$ cat src/rtl/fft_sample_pingpong_buf.sv
// Ping-pong buffer for complex FFT snapshots: parallel capture, serial stream out
// (natural or bit-reversed order), plus a 1-cycle random-access debug read port.
//
// Ports:
//   clk, rst     clock and synchronous active-high reset
//   cap_*        parallel snapshot input with valid/ready and per-snapshot order select
//   out_*        serial sample stream {re, im} with memory index and last-beat flag
//   rd_*         random-access read of the most recently captured bank
//   drop_cnt     saturating count of cycles where a snapshot was offered but refused
module fft_sample_pingpong_buf #(
  parameter int DATA_WIDTH = 16,
  parameter int LOG2_N     = 4,
  parameter int DROP_W     = 8
) (
  input  logic                                 clk,
  input  logic                                 rst,
  input  logic                                 cap_valid,
  output logic                                 cap_ready,
  input  logic                                 cap_bitrev,
  input  logic [(1<<LOG2_N)*DATA_WIDTH-1:0]    cap_re,
  input  logic [(1<<LOG2_N)*DATA_WIDTH-1:0]    cap_im,
  output logic                                 out_valid,
  input  logic                                 out_ready,
  output logic [2*DATA_WIDTH-1:0]              out_data,
  output logic [LOG2_N-1:0]                    out_idx,
  output logic                                 out_last,
  input  logic                                 rd_en,
  input  logic [LOG2_N-1:0]                    rd_addr,
  output logic [2*DATA_WIDTH-1:0]              rd_data,
  output logic [DROP_W-1:0]                    drop_cnt
);

  localparam int N = 1 << LOG2_N;
  localparam int W = 2 * DATA_WIDTH;

  localparam logic [LOG2_N-1:0] CNT_ONE  = 1;
  localparam logic [DROP_W-1:0] DROP_ONE = 1;

  typedef enum logic {
    S_IDLE,
    S_STREAM
  } state_t;

  // Storage and bank bookkeeping
  logic [W-1:0]      r_mem [2][N];
  logic [1:0]        r_full;
  logic [1:0]        r_bitrev;
  logic              r_wr_bank;
  logic              r_rd_bank;
  logic              r_last_bank;

  // Stream control
  state_t            r_state;
  state_t            w_state_nxt;
  logic [LOG2_N-1:0] r_cnt;
  logic [LOG2_N-1:0] w_cnt_nxt;
  logic              w_cnt_last;
  logic              w_release;
  logic              w_out_valid;
  logic [LOG2_N-1:0] w_out_idx;

  // Capture side
  logic              w_cap;
  logic              w_drop;

  // Debug read and drop counter
  logic [W-1:0]      r_rd_data;
  logic [DROP_W-1:0] r_drop;

  function automatic logic [LOG2_N-1:0] f_rev(
    input logic [LOG2_N-1:0] a
  );
    logic [LOG2_N-1:0] r;
    for (int i = 0; i < LOG2_N; i++) begin
      r[i] = a[LOG2_N-1-i];
    end
    return r;
  endfunction

  // Ready depends only on registered state, never on cap_valid.
  assign cap_ready = ~r_full[r_wr_bank];
  assign w_cap     = cap_valid & ~r_full[r_wr_bank];
  assign w_drop    = cap_valid &  r_full[r_wr_bank];

  assign w_cnt_last = &r_cnt;
  assign w_out_idx  = r_bitrev[r_rd_bank] ? f_rev(r_cnt) : r_cnt;

  // Next-state and stream outputs
  always_comb begin
    w_state_nxt = r_state;
    w_cnt_nxt   = r_cnt;
    w_release   = 1'b0;
    w_out_valid = 1'b0;
    unique case (r_state)
      S_IDLE: begin
        if (r_full[r_rd_bank]) begin
          w_state_nxt = S_STREAM;
          w_cnt_nxt   = '0;
        end
      end
      S_STREAM: begin
        w_out_valid = 1'b1;
        if (out_ready) begin
          if (w_cnt_last) begin
            w_release   = 1'b1;
            w_state_nxt = S_IDLE;
            w_cnt_nxt   = '0;
          end else begin
            w_cnt_nxt = r_cnt + CNT_ONE;
          end
        end
      end
      default: begin
        w_state_nxt = S_IDLE;
        w_cnt_nxt   = '0;
      end
    endcase
  end

  // The streamed bank is full, so capture can never overwrite it;
  // this keeps data/idx/last stable during a stall.
  assign out_valid = w_out_valid;
  assign out_idx   = w_out_valid ? w_out_idx : '0;
  assign out_last  = w_out_valid & w_cnt_last;
  assign out_data  = w_out_valid ? r_mem[r_rd_bank][w_out_idx] : '0;

  always_ff @(posedge clk) begin
    if (rst) begin
      r_state <= S_IDLE;
      r_cnt   <= '0;
    end else begin
      r_state <= w_state_nxt;
      r_cnt   <= w_cnt_nxt;
    end
  end

  // Bank pointers and per-bank flags. Capture and release never
  // target the same bank in one cycle: capture needs it empty,
  // release needs it full.
  always_ff @(posedge clk) begin
    if (rst) begin
      r_full      <= 2'b00;
      r_bitrev    <= 2'b00;
      r_wr_bank   <= 1'b0;
      r_rd_bank   <= 1'b0;
      r_last_bank <= 1'b0;
    end else begin
      for (int b = 0; b < 2; b++) begin
        if (w_cap && (r_wr_bank == 1'(b))) begin
          r_full[b]   <= 1'b1;
          r_bitrev[b] <= cap_bitrev;
        end else if (w_release && (r_rd_bank == 1'(b))) begin
          r_full[b] <= 1'b0;
        end
      end
      if (w_cap) begin
        r_last_bank <= r_wr_bank;
        r_wr_bank   <= ~r_wr_bank;
      end
      if (w_release) begin
        r_rd_bank <= ~r_rd_bank;
      end
    end
  end

  // Bank contents are deliberately not reset.
  always_ff @(posedge clk) begin
    if (w_cap) begin
      for (int k = 0; k < N; k++) begin
        r_mem[r_wr_bank][k] <= {cap_re[k*DATA_WIDTH +: DATA_WIDTH],
                                cap_im[k*DATA_WIDTH +: DATA_WIDTH]};
      end
    end
  end

  always_ff @(posedge clk) begin
    if (rst) begin
      r_rd_data <= '0;
    end else if (rd_en) begin
      r_rd_data <= r_mem[r_last_bank][rd_addr];
    end else begin
      r_rd_data <= '0;
    end
  end

  always_ff @(posedge clk) begin
    if (rst) begin
      r_drop <= '0;
    end else if (w_drop && (r_drop != '1)) begin
      r_drop <= r_drop + DROP_ONE;
    end
  end

  assign rd_data  = r_rd_data;
  assign drop_cnt = r_drop;

endmodule

$ cat config.mk
export PLATFORM = sky130hd
export DESIGN_NAME = fft_sample_pingpong_buf
export DESIGN_NICKNAME = d
export VERILOG_FILES = /design/src/rtl/fft_sample_pingpong_buf.sv
export SDC_FILE = /design/constraint.sdc
export NUM_CORES = 2
export LEC_CHECK = 0
export CORE_ASPECT_RATIO = 0.8
export CORE_MARGIN = 1
export CORE_UTILIZATION = 48
export DETAILED_ROUTE_END_ITERATION = 7
export PLACE_DENSITY = 0.75
export SYNTH_ARGS = -nofsm -noshare
export SYNTH_HDL_FRONTEND = slang
export SYNTH_SLANG_ARGS = --single-unit
$ cat constraint.sdc
create_clock -name clk -period 24.3 [get_ports clk]
set_clock_uncertainty 0.1 [all_clocks]
set_input_delay 4.86 -clock clk [delete_from_list [all_inputs] [get_ports clk]]
set_output_delay 4.86 -clock clk [all_outputs]
set_load 0.02 [all_outputs]
# Yosys cells after proc, flatten, opt, wreduce, memory -nomap -nowiden
# Memories as Yosys holds them, arrays and structs flattened. A register that Yosys moved wholly into a read port is not among the register bits.
# Cells that the tools add are included.
[word_totals] register_bits=52 ramBits=1024 input_bits=522 out_inout_bits=79 word_cells=78 memories=1
[classes] n_addsub=2 magnitude_cmp=4 n_eq_ne=3 mux=37 bitwise_logic=10 n_reduce_logical=10
[memory_table] memory="r_mem" words=2 word_bits=512 read_ports=2 rd_ports_with_merged_regs=2 wr=1 line="45" rtl="logic [W-1:0] r_mem [2][N];"
[ops] op="32-bit binary-select mux with 4-bit select" n=2
[ops] op="32-bit 2-to-1 mux" n=5
[ops] op="1-bit 2-to-1 mux" n=23
[ops] op="4-bit 2-to-1 mux" n=5
[ops] op="5-bit greater-or-equal comparator, second input constant" n=2
[ops] op="4-bit NOT with 5-bit output" n=2
[ops] op="8-bit by 1-bit adder with 8-bit output, second input constant" n=1
[ops] op="8-bit != test, second input constant" n=1
[ops] op="4-bit case mux with 2 select lines" n=1
[ops] op="1-bit logical AND" n=5
[ops] op="1-bit NOT" n=5
[ops] op="4-bit by 1-bit adder with 4-bit output, second input constant" n=1
[ops] op="1-bit by 2-bit less-than comparator with 1-bit output, second input constant" n=2
[ops] op="2-bit != test, second input constant" n=2
[ops] op="4-bit AND reduction" n=1
[ops] op="2-bit nonzero test" n=2
[ops] op="1-bit bitwise AND" n=3
[ops] op="1-bit case mux with 2 select lines" n=1
[ops] op="2-bit AND reduction" n=1
[ops] op="2-bit OR reduction" n=1

# Depth between registers and ports, before layout
[logic_depth] word_depth=8 depth_mapped=11

# Least setup slack after synthesis
# Ideal clock, no wire load.
[synth_timing] path_kind="input-to-reg" from="input port cap_valid" to="memory r_mem[1][0] in the netlist's numbering, enable pin" t_arrival_ns=14.862 t_required_ns=23.344 path_slack_ns=8.481 cell_stages=2 path_cell_list="nand3b_1 -> inv_1"
[synth_via] elab_chain_cells=3
[synth_lines] item="start: declaration" line="17" rtl="input logic cap_valid,"
[synth_lines] item="1-bit bitwise AND" line="82" rtl="assign w_cap = cap_valid & ~r_full[r_wr_bank];"
[synth_lines] item="1-bit 2-to-1 mux" line="168" rtl="if (w_cap) begin"
[synth_lines] item="1-bit 2-to-1 mux (not written as such)" line="170" rtl="r_mem[r_wr_bank][k] <= {cap_re[k*DATA_WIDTH +: DATA_WIDTH],"
[synth_lines] item="end: declaration" line="45"
# Every way passes these cells.

# Worst setup path in the final report
[layout_timing] from="register r_rd_bank" to="output port out_data[28]"
[layout_via] elab_chain_cells=8
[layout_lines] item="start: declaration" line="49" rtl="logic r_rd_bank;"
[layout_lines] item="start signal: assignment" line="161" rtl="r_rd_bank <= ~r_rd_bank;"
[layout_lines] item="1-bit 2-to-1 mux (not written as such) (2 in series)" line="86" rtl="assign w_out_idx = r_bitrev[r_rd_bank] ? f_rev(r_cnt) : r_cnt;"
[layout_lines] item="4-bit 2-to-1 mux" line="86"
[layout_lines] item="4-bit NOT with 5-bit output (not written as such)" line="125" rtl="assign out_data = w_out_valid ? r_mem[r_rd_bank][w_out_idx] : '0;"
[layout_lines] item="32-bit binary-select mux with 4-bit select" line="125"
[layout_lines] item="32-bit 2-to-1 mux (not written as such) (2 in series)" line="125"
[layout_lines] item="32-bit 2-to-1 mux" line="125"
[layout_lines] item="end: declaration" line="24" rtl="output logic [2*DATA_WIDTH-1:0] out_data,"
# Every way passes these cells. The select of a mux whose other input is x is not followed.

==> metrics.cfg <==
[finish]
multi_input_area_sq_mm = 0.0166
fin_util_pct = 59.4
fillers = 7412
seqCellArea_sq_mm = 0.0318
syn2layout_area_growth_pct = 21.9
finalNetCount = 3853
drive_gt1_share_pct = 21.5
stdcell_area_sq_mm = 0.0602

[sta]
hold_viol_final = 0
max-slew-margin-rel_pct = 19.9
drv_slew = 0
whs_ns = 0.349
rsz0062_at_grt = false
finalSetupViolCount = 0
setup_ws_ns = 13.11
tightest_slew_ns = 1.17
fmax_mhz = 89.4
timing.final.crit_share_pct = 46.0
fin_setup_tns_ns = 0
fin_crit_ns = 11.19

[run]
maxCapViolations = 0

[power_and_ir_drop]
powerDensity_mw_per_mm2 = 73.1
vdd_ir_drop_max_v = 0.0000604
leakagePower_nw = 18.9

[detailed_routing]
drc = 0
vias_per_cell = 6.55
drt_iter0_markers = 4508
wl_mm = 153
antenna_left = 0
wl_per_cell_um = 32.1
vias = 31233
firstDrtPassIters = 5

[placed_design]
io_buffers = 600
gp_congestion = 0.886
hpwl_mm = 101
dp_slack_ns = 14.05
place_area_sq_mm = 0.0566

[floorplanning]
ios = 601
die_x_um = 361
initial_core_util_pct = 48.8
die_area_sq_mm = 0.104
die_y_um = 289
rows = 104
coreArea_sq_mm = 0.101

[clocking]
cts_buffer_depth = 3
cts_hold_buf = 0
numCtsBuffers = 108
cts_tree = yes
insertion_delay_ns = 0.72
htree_num_levels = 3
cts_sinks = 1078
postCtsSetupRepairBufs = 0
cts_resized = 0
path_clk_slew_ns = 0.06
cts-root-buf = clkbuf_16

[global_routing]
antenna_found_initial = 72
grt_pass1_vias = 30953
track_usage_pct = 29.1
grt_start_max_net_pins = 180
grt_overflow = 0
grt_pass1_wl_mm = 216

[synthesis]
syn_inst = 2773
ys_seq_elements = 1078
synth-edff-count = 1024
seq_area_frac_synth_pct = 64.5
syn-num-nets = 3299
synth_flop_cell = edfxtp_1
synth_area_per_cell_sq_um = 17.8
async_flop_share_pct = 0
ys_warn_count = 0
synthDistinctLibCells = 62
synth_area_sq_mm = 0.0494

[critical_path]
critPathRequiredTime_ns = 19.34
criticalPathCategory = flop to primary output
cp-end-kind = primary output
cp_max_fo = 69
startpoint_type = flop
crit_arrival_ns = 6.23

[run_status]
outcome = finished, final reports clean

[worst_hold_path]
hp-class = flop to flop

-- synthesized netlist by cell type, drive strengths merged (11+ instances only) --
library cell  instances  share of area [%]
a2111oi              11               0.21
a211oi               12               0.18
a21oi                81               0.82
a221o                13               0.26
a31oi                25               0.32
a32oi                17               0.30
and2                 18               0.23
buf                 118                1.2
clkbuf               90               0.68
dfxtp                54                2.2
edfxtp             1024                 62
mux2                 27               0.64
mux2i               120                2.5
mux4                459                 21
nand2               277                2.1
nand3                69               0.70
nand4                24               0.30
nor2                 83               0.64
nor3                 58               0.60
nor4                 11               0.15
o2111ai              22               0.39
o211ai               20               0.30
o21ai                12               0.12
o22ai                20               0.25
-- per-layer routing --
layer  vias up  GRT usage [%]  share of wire, %
met1     16038           40.6                39
li1      12735              -                 -
met2      2047           42.4                45
met3       331           11.8                14
met5         -              0              0.32
met4        82           8.18               2.5
-- cell usage in the layout, fill, tap and decap left out, types with 55 or more instances in the layout --
master              n
edfxtp_1         1024
clkdlybuf4s50_1   596
mux4_2            458
nand2_1           277
mux2i_1           115
clkbuf_16         108
a21oi_1            81
nor2_1             76
nand3_1            69
nor3_1             55
-- worst paths after layout --
kind | slack, ns | cells after the start | startpoint | end
min | 0.35 | 2 | r_last_bank$_SDFFE_PP0P_ | flop
max | 13.11 | 8 | r_rd_bank$_SDFFE_PP0N_ | out_data[28]
min reg2reg | 0.35 | 2 | r_last_bank$_SDFFE_PP0P_ | flop
max reg2reg | 20.05 | 6 | flop | rd_data[24]$_SDFF_PP0_
-- cells by family (layout without fill, tap and decap cells) --
family                   Yosys count  in the layout  synth area share (%)
flip-flops                      1078           1078                  64.5
buffers and inverters            219            863                  2.01
adder cells (fa/ha/maj)            4              4                 0.101
AO/OA/AOI/OAI                    264            264                  3.70
XOR/XNOR                           8              8                 0.142
AND/OR/NAND/NOR                  594            594                  5.48
other                              0             30                     0
multiplexers                     606            606                  24.1
-- area by class of cell --
| cell class | count | area share [%] |
|---|---|---|
| Clock inverter | 68 | 1.04 |
| Multi-Input combinational cell | 1476 | 27.6 |
| Timing Repair Buffer | 652 | 10.7 |
| Antenna cell | 30 | 0.125 |
| Inverter | 11 | 0.0936 |
| Sequential cell | 1078 | 52.9 |
| Tap cell | 1325 | 2.75 |
| Clock buffer | 132 | 4.72 |
-- power breakdown --
group / switching, W / total, W / leakage (nW) / internal, W
Sequential: 0.0000579 / 0.00223 / 9.97 / 0.00217
Clock: 0.000725 / 0.00165 / 1.71 / 0.000929
Combinational: 0.000263 / 0.000515 / 7.19 / 0.000252
-- state kept, by name, indices dropped and copies added, names as in the netlist, named ones only --
signal / count
rd_data: 32
r_cnt: 4
r_wr_bank: 1
r_bitrev: 2
r_rd_bank: 1
r_last_bank: 1
r_state: 1
r_mem: 1024
r_full: 2
drop_cnt: 8
-- stage by stage --
step,cells,power (W)
final,4772,0.00440
after global routing,4759,0.00453
after CTS,4742,0.00442
after detailed placement,4542,0.00278
after global placement,4542,0.00277
after floorplan,2773,0.00258
-- critical path, cell delays in order, from the launching register on --
cell	delay [ns]
dfxtp_1	0.54
mux2_4	0.51
mux2_8	0.71
buf_4	0.69
buf_4	0.65
mux2_2	0.41
o2111ai_1	0.82
nand4_1	0.40
clkdlybuf4s50_1	0.66
No activity file was read; power rests on OpenSTA's default activity.
